## config.mk

```make
export PLATFORM = sky130hd
export DESIGN_NAME = prog_loader_flat
export DESIGN_NICKNAME = d
export VERILOG_FILES = /design/src/rtl/loader_pkg.sv /design/src/rtl/prog_loader_if.sv /design/src/rtl/prog_loader.sv /design/src/flat_wrapper.sv
export SDC_FILE = /design/constraint.sdc
export NUM_CORES = 1
export LEC_CHECK = 0
export BUFFER_PORTS_ARGS = -buffer_cell sky130_fd_sc_hd__buf_2
export CAP_MARGIN = 40
export CORE_UTILIZATION = 45
export CTS_CLUSTER_DIAMETER = 30
export DETAILED_ROUTE_END_ITERATION = 16
export PLACE_DENSITY = 0.6
export SLEW_MARGIN = 15
export SYNTH_ARGS = -nofsm -noshare
export SYNTH_HDL_FRONTEND = slang
export SYNTH_SLANG_ARGS = --single-unit
export TNS_END_PERCENT = 50
```

## constraint.sdc

```tcl
create_clock -name clk -period 4.2 [get_ports clk]
set_input_delay 0.42 -clock clk [delete_from_list [all_inputs] [get_ports clk]]
set_output_delay 0.42 -clock clk [all_outputs]
set_load 0.005 [all_outputs]
```

## src/rtl/loader_pkg.sv

```systemverilog
// Shared types and constants for the program loader: FSM states, error codes
// and the instruction word width.
package loader_pkg;

    localparam int INSTR_W = 9;

    localparam logic [1:0] ERR_NONE = 2'd0;
    localparam logic [1:0] ERR_LEN  = 2'd1;
    localparam logic [1:0] ERR_PAD  = 2'd2;
    localparam logic [1:0] ERR_CSUM = 2'd3;

    typedef enum logic [2:0] {
        ST_IDLE,
        ST_LEN_LO,
        ST_LEN_HI,
        ST_INS_LO,
        ST_INS_HI,
        ST_CHK,
        ST_RUN,
        ST_ERR
    } state_t;

    // States in which the loader is consuming packet bytes.
    function automatic logic takes_bytes(input state_t s);
        return s inside {ST_LEN_LO, ST_LEN_HI, ST_INS_LO, ST_INS_HI, ST_CHK};
    endfunction

    function automatic logic is_busy(input state_t s);
        return !(s inside {ST_IDLE, ST_ERR});
    endfunction

endpackage

```

## src/rtl/prog_loader_if.sv

```systemverilog
// Loader bus: byte-stream input, instruction-memory write port, CPU control
// and status. The slave modport is the loader's view; master is its environment.
interface prog_loader_if
    import loader_pkg::*;
#(
    parameter int IM_DEPTH = 1024
) ();
    localparam int AW = $clog2(IM_DEPTH);

    logic               start;
    logic               in_valid;
    logic [7:0]         in_data;
    logic               in_ready;
    logic               im_we;
    logic [AW-1:0]      im_addr;
    logic [INSTR_W-1:0] im_wdata;
    logic               cpu_reset;
    logic               cpu_done;
    logic               busy;
    logic               err;
    logic [1:0]         err_code;
    logic [AW:0]        instr_count;

    modport slave (
        input  start, in_valid, in_data, cpu_done,
        output in_ready, im_we, im_addr, im_wdata, cpu_reset,
               busy, err, err_code, instr_count
    );

    modport master (
        output start, in_valid, in_data, cpu_done,
        input  in_ready, im_we, im_addr, im_wdata, cpu_reset,
               busy, err, err_code, instr_count
    );

endinterface

```

## src/rtl/prog_loader.sv

```systemverilog
// Program loader: parses a length-prefixed, XOR-checksummed byte stream into
// 9-bit instruction-memory writes, then releases the CPU until it reports done.
module prog_loader
    import loader_pkg::*;
#(
    parameter int IM_DEPTH = 1024
) (
    input  logic         clk,
    input  logic         reset,
    prog_loader_if.slave bus
);
    localparam int AW = $clog2(IM_DEPTH);
    localparam int CW = AW + 1;

    state_t             r_state;
    logic               r_in_ready;
    logic               r_im_we;
    logic [AW-1:0]      r_im_addr;
    logic [INSTR_W-1:0] r_im_wdata;
    logic               r_cpu_reset;
    logic               r_busy;
    logic               r_err;
    logic [1:0]         r_err_code;
    logic [CW-1:0]      r_instr_count;
    logic [CW-1:0]      r_len;
    logic [CW-1:0]      r_wcount;
    logic [7:0]         r_len_lo;
    logic [7:0]         r_ins_lo;
    logic [7:0]         r_csum;

    state_t             w_next;
    logic               w_accept;
    logic               w_start;
    logic               w_pad_ok;
    logic               w_last_word;
    logic               w_csum_ok;
    logic [15:0]        w_len16;

    always_comb begin
        // NOTE: every signal gets a default first so no path can infer a latch.
        w_accept    = bus.in_valid && r_in_ready;
        w_start     = bus.start && (r_state inside {ST_IDLE, ST_ERR});
        w_len16     = {bus.in_data, r_len_lo};
        w_pad_ok    = (bus.in_data[7:1] == 7'd0);
        w_last_word = ((r_wcount + CW'(1)) == r_len);
        w_csum_ok   = (bus.in_data == r_csum);
        w_next      = r_state;

        case (r_state)
            ST_IDLE:   if (w_start) w_next = ST_LEN_LO;
            ST_LEN_LO: if (w_accept) w_next = ST_LEN_HI;
            ST_LEN_HI: begin
                if (w_accept) begin
                    // Compared at full 16 bits so oversized lengths cannot alias.
                    if (w_len16 > 16'(IM_DEPTH))  w_next = ST_ERR;
                    else if (w_len16 == 16'd0)    w_next = ST_CHK;
                    else                          w_next = ST_INS_LO;
                end
            end
            ST_INS_LO: if (w_accept) w_next = ST_INS_HI;
            ST_INS_HI: begin
                if (w_accept) begin
                    if (!w_pad_ok)        w_next = ST_ERR;
                    else if (w_last_word) w_next = ST_CHK;
                    else                  w_next = ST_INS_LO;
                end
            end
            ST_CHK:    if (w_accept) w_next = w_csum_ok ? ST_RUN : ST_ERR;
            ST_RUN:    if (bus.cpu_done) w_next = ST_IDLE;
            ST_ERR:    if (w_start) w_next = ST_LEN_LO;
            default:   w_next = ST_IDLE;
        endcase
    end

    // All outputs are registered from the next state, so they change together
    // with the state they describe.
    always_ff @(posedge clk) begin
        if (!reset) begin
            // NOTE: state uses non-blocking assignments so every register samples pre-edge values.
            r_state       <= ST_IDLE;
            r_in_ready    <= 1'b0;
            r_im_we       <= 1'b0;
            r_im_addr     <= '0;
            r_im_wdata    <= '0;
            r_cpu_reset   <= 1'b1;
            r_busy        <= 1'b0;
            r_err         <= 1'b0;
            r_err_code    <= ERR_NONE;
            r_instr_count <= '0;
            r_len         <= '0;
            r_wcount      <= '0;
            r_len_lo      <= '0;
            r_ins_lo      <= '0;
            r_csum        <= '0;
        end else begin
            r_state     <= w_next;
            r_in_ready  <= takes_bytes(w_next);
            r_busy      <= is_busy(w_next);
            r_cpu_reset <= (w_next != ST_RUN);
            r_im_we     <= 1'b0;

            if (w_start) begin
                r_csum        <= '0;
                r_wcount      <= '0;
                r_instr_count <= '0;
                r_err         <= 1'b0;
                r_err_code    <= ERR_NONE;
            end

            if (w_accept && r_state != ST_CHK)
                r_csum <= r_csum ^ bus.in_data;

            if (w_accept) begin
                case (r_state)
                    ST_LEN_LO: r_len_lo <= bus.in_data;
                    ST_LEN_HI: begin
                        if (w_next == ST_ERR) begin
                            r_err      <= 1'b1;
                            r_err_code <= ERR_LEN;
                        end else begin
                            r_len <= w_len16[CW-1:0];
                        end
                    end
                    ST_INS_LO: r_ins_lo <= bus.in_data;
                    ST_INS_HI: begin
                        if (!w_pad_ok) begin
                            r_err      <= 1'b1;
                            r_err_code <= ERR_PAD;
                        end else begin
                            r_im_we    <= 1'b1;
                            r_im_addr  <= r_wcount[AW-1:0];
                            r_im_wdata <= {bus.in_data[0], r_ins_lo};
                            r_wcount   <= r_wcount + CW'(1);
                        end
                    end
                    ST_CHK: begin
                        if (w_csum_ok) begin
                            r_instr_count <= r_len;
                        end else begin
                            r_err      <= 1'b1;
                            r_err_code <= ERR_CSUM;
                        end
                    end
                    default: ;
                endcase
            end
        end
    end

    assign bus.in_ready    = r_in_ready;
    assign bus.im_we       = r_im_we;
    assign bus.im_addr     = r_im_addr;
    assign bus.im_wdata    = r_im_wdata;
    assign bus.cpu_reset   = r_cpu_reset;
    assign bus.busy        = r_busy;
    assign bus.err         = r_err;
    assign bus.err_code    = r_err_code;
    assign bus.instr_count = r_instr_count;

endmodule

```

## src/flat_wrapper.sv

```systemverilog
// flat-port wrapper written by rule: the top's interface ports become plain ports
module prog_loader_flat import loader_pkg::*;
#(
    parameter int IM_DEPTH = 1024
)
  (clk, reset, bus_start, bus_in_valid, bus_in_data, bus_cpu_done, bus_in_ready, bus_im_we, bus_im_addr, bus_im_wdata, bus_cpu_reset, bus_busy, bus_err, bus_err_code, bus_instr_count);
  prog_loader_if #(.IM_DEPTH(IM_DEPTH)) bus_i ();
  input  logic clk;
  input  logic reset;
  input wire logic [$bits(bus_i.start)-1:0] bus_start;
  input wire logic [$bits(bus_i.in_valid)-1:0] bus_in_valid;
  input wire logic [$bits(bus_i.in_data)-1:0] bus_in_data;
  input wire logic [$bits(bus_i.cpu_done)-1:0] bus_cpu_done;
  output wire logic [$bits(bus_i.in_ready)-1:0] bus_in_ready;
  output wire logic [$bits(bus_i.im_we)-1:0] bus_im_we;
  output wire logic [$bits(bus_i.im_addr)-1:0] bus_im_addr;
  output wire logic [$bits(bus_i.im_wdata)-1:0] bus_im_wdata;
  output wire logic [$bits(bus_i.cpu_reset)-1:0] bus_cpu_reset;
  output wire logic [$bits(bus_i.busy)-1:0] bus_busy;
  output wire logic [$bits(bus_i.err)-1:0] bus_err;
  output wire logic [$bits(bus_i.err_code)-1:0] bus_err_code;
  output wire logic [$bits(bus_i.instr_count)-1:0] bus_instr_count;
  assign bus_i.start = bus_start;
  assign bus_i.in_valid = bus_in_valid;
  assign bus_i.in_data = bus_in_data;
  assign bus_i.cpu_done = bus_cpu_done;
  assign bus_in_ready = bus_i.in_ready;
  assign bus_im_we = bus_i.im_we;
  assign bus_im_addr = bus_i.im_addr;
  assign bus_im_wdata = bus_i.im_wdata;
  assign bus_cpu_reset = bus_i.cpu_reset;
  assign bus_busy = bus_i.busy;
  assign bus_err = bus_i.err;
  assign bus_err_code = bus_i.err_code;
  assign bus_instr_count = bus_i.instr_count;
  prog_loader #(.IM_DEPTH(IM_DEPTH)) u_core (.clk(clk), .reset(reset), .bus(bus_i));
endmodule
```

==> summary.md <==
| Metric | Value |
|---|---|
| Run status | `finished, violations left` |
| Violated checks | `design-rule violations` |
| Vias in the first global route | `around 3600` |
| Antenna diode count | `0` |
| H-Tree Depth | `3` |
| Final Wtd Congestion | `0.908` |
| Die area | `0.00962 mm^2` |
| Slew headroom | `0.498` |
| Cell row count | `34` |
| Largest net degree at the start of global routing | `42` |
| Leak Pwr | `between 1.5 and 2 nW` |
| Worst min path class | `in -> reg` |
| Max_cap viols | `0` |
| First-pass GRT wire length | `17500 um` |
| Crit share post-route | `0.767` |
| Starting density of the core | `0.470` |
| Post-CTS Hold Fix Bufs | `0` |
| Synth Net Count | `between 500 and 600` |
| RSZ-0062 raised after global routing | `no` |
| Power per cell area | `325 mW/mm^2` |
| Drt total wl | `10600 um` |
| Nets | `576` |
| Clock-pin slew on the worst setup and hold paths | `90 ps` |
| IO buf count | `49` |
| Req. time, crit path | `4470 ps` |
| Die Y | `98.1 um` |
| Worst slew pin tran | `749 ps` |
| Post-cts gate resize count | `0` |
| Worst Path Max Fanout | `11` |
| Final Hold Fails | `0` |
| Synth warn | `0` |
| Critical Path Start | `u_core.r_wcount[0]` |
| Final Total Pwr | `0.00150 W` |
| Post-synth EDFFs | `0` |
| Area Growth Syn to Fin | `11.1%` |
| DRC Markers | `2` |
| Crit path largest cell delay | `490 ps` |
| Avg Cell Area, Syn | `7.81 um^2` |
| Core footprint | `0.00885 mm^2` |
| # clock sinks | `86` |
| Crit. End Element | `flip-flop` |
| DP HPWL | `7400 um` |
| GRT Overall Usage | `0.226` |
| Setup_tns | `0 ps` |
| Crit path kind | `reg -> reg` |
| Iter 0 DRT Violations | `224` |
| Total gr overflow | `0` |
| Share of cells above drive strength 1 | `0.143` |
| Root buffer cell | `clkbuf_8` |
| Post-Syn Instances | `532` |
| Critical path data arrival time | `about 3500 ps` |
| Hold Slack | `401 ps` |
| Netlist cell types | `just over 50` |
| FF-to-FF Start | `u_core.r_wcount[0]` |
| Core Util, Final | `0.522` |
| Final setup violation count | `0` |
| HP Start | `bus_in_data[5]` |
| Postcts setup bufs | `0` |
| Primary FF master, synth | `dfxtp_1` |
| Fin crit period | `approximately 3200 ps` |
| Synth Cell Area | `0.00416 mm^2` |
| Vias | `3790` |
| Vias per cell | `5.61` |
| CTS Buffer Depth | `2` |
| IO Count | `50` |
| DR WL/cell | `~16 um` |
| Final ANT Viol Nets | `0` |
| Sequential fraction of the synthesis area | `0.414` |
| CP cell instances | `ha_1 > nand2b_1 > o211ai_1 > or3b_1 > a221o_1 > or3_1 > o21a_1 > a31oi_4 > mux2i_1` |
| Seq cells post-synth | `86` |
| Clk_skew | `14.9 ps` |
| Peak Freq | `0.311 GHz` |
| Post-synth ARST share | `0` |
| Critical path's slowest cell | `a31oi_4` |
| TritonCTS buffer count | `9` |
| Slew Viols, Final | `0` |
| TritonCTS clock tree | `yes` |
| Die X | `a little under 100 um` |
| Worst VDD drop | `~170 uV` |
| Worst skew pair latency | `350 ps` |
| Startpoint class of the critical path | `flip-flop` |
| Antenna violations before repair | `0` |
| Pre-antenna DRT Iters | `11` |
| Fillers | `909` |
==> placed cells by master, fill, tap and decap left out, drive strengths merged, types with 2 or more instances in the layout <==
cell type and count:
a21oi 53, clkinvlp 3, nor2 57, a221o 3
a211oi 2, or3b 2, a31oi 5, a21o 2
nand4 4, or3 5, nand2b 2, mux2 2
and4 2, o31ai 2, nand3 20, nand4b 4
o211ai 2, xor2 5, o21ai 27, inv 5
buf 57, and3 5, nor4 6, or4 2
nor3 16, a21boi 3, mux2i 27, clkbuf 10
o2111ai 2, nor2b 2, xnor2 16, nand2 106
and2 8, dfxtp 86
==> sequential cells by signal, indices dropped and copies added (netlist names), 3 cells and up <==
| register | cells |
|---|---|
| u_core.r_len_lo | 8 |
| u_core.r_wcount | 11 |
| u_core.r_ins_lo | 8 |
| u_core.bus.instr_count | 11 |
| u_core.r_len | 11 |
| u_core.bus.im_wdata | 9 |
| u_core.r_csum | 8 |
| u_core.bus.im_addr | 10 |
| u_core.r_state | 3 |
==> Yosys cell counts (3+ instances only) <==
cell type  number  area share
a31oi_1         4      0.0060
xnor2_1        16       0.034
nand2_1       106       0.096
nand4_1         4      0.0060
clkbuf_1       33       0.030
dfxtp_1        86        0.41
o21ai_0        25       0.030
mux2i_1        27       0.065
buf_2           4      0.0048
a21boi_0        3      0.0054
nor4_1          6      0.0090
and3_1          5      0.0075
nor3_1         15       0.018
a21oi_1        53       0.064
nor2_1         57       0.051
and2_1          8       0.012
nand3_1        20       0.024
nand4b_1        4      0.0084
a221o_1         3      0.0072
or3_1           5      0.0075
xor2_1          5       0.011
inv_1           3      0.0027
==> power breakdown <==
group / internal, W / leakage, nW / switching [W]
Sequential: 0.000826 / 0.694 / 0.0000152
Clock: 0.000218 / 0.0793 / 0.000311
Combinational: 0.0000458 / 0.896 / 0.0000863
Total: 0.00109 / 1.67 / 0.000412
==> worst paths after layout <==
path	to	slack, ps	depth (start not counted)
setup reg to reg	u_core.r_len[3]	980	9
setup / recovery	u_core.r_len[3]	980	9
hold reg to reg	u_core.bus.im_addr[6]	450	2
hold / removal	u_core.r_ins_lo[5]	400	3
==> per-layer routing <==
layer,share of wire,track usage
met5,0,0
met4,0.011,0.0723
met3,0.034,0.0308
met2,0.46,0.365
met1,0.49,0.311
==> area by class of cell <==
cell class | count | area, um^2 | share of cell area
clock buffer | 10 | 128 | 0.0276
clock inverter | 6 | 45.0 | 0.00975
inverter | 3 | 11.3 | 0.00244
multi-input combinational | 405 | 2260 | 0.489
sequential | 86 | 1720 | 0.373
tap | 108 | 135 | 0.0293
timing repair buffer | 57 | 318 | 0.0688
==> stage by stage <==
stage / worst slack, ps / instance area (um^2) / std cells
CTS: 1000 / 4620 / 675
global placement: 931 / 4420 / 657
floorplan: 1360 / 4160 / 532
finish: 980 / 4620 / 675
global route: 786 / 4620 / 675
detailed placement: 871 / 4450 / 659
==> cells by family after synthesis <==
logic type,share of synthesized area
and+or+nand+nor,0.264
AOI/OAI and AO/OA,0.162
DFF,0.414
buffers and inverters,0.0421
muxes,0.0704
xor gates and xnor gates,0.0442
adders and majority gates,0.00301
==> worst max-delay path: cells and delay by family, from the launching register on <==
kind            cells  cell delay [ps]
mux                 1              250
compound gates      4             1280
simple gates        3              790
flops               1              480
fa+ha+maj           1              330
(Power assumes the default switching activity.)
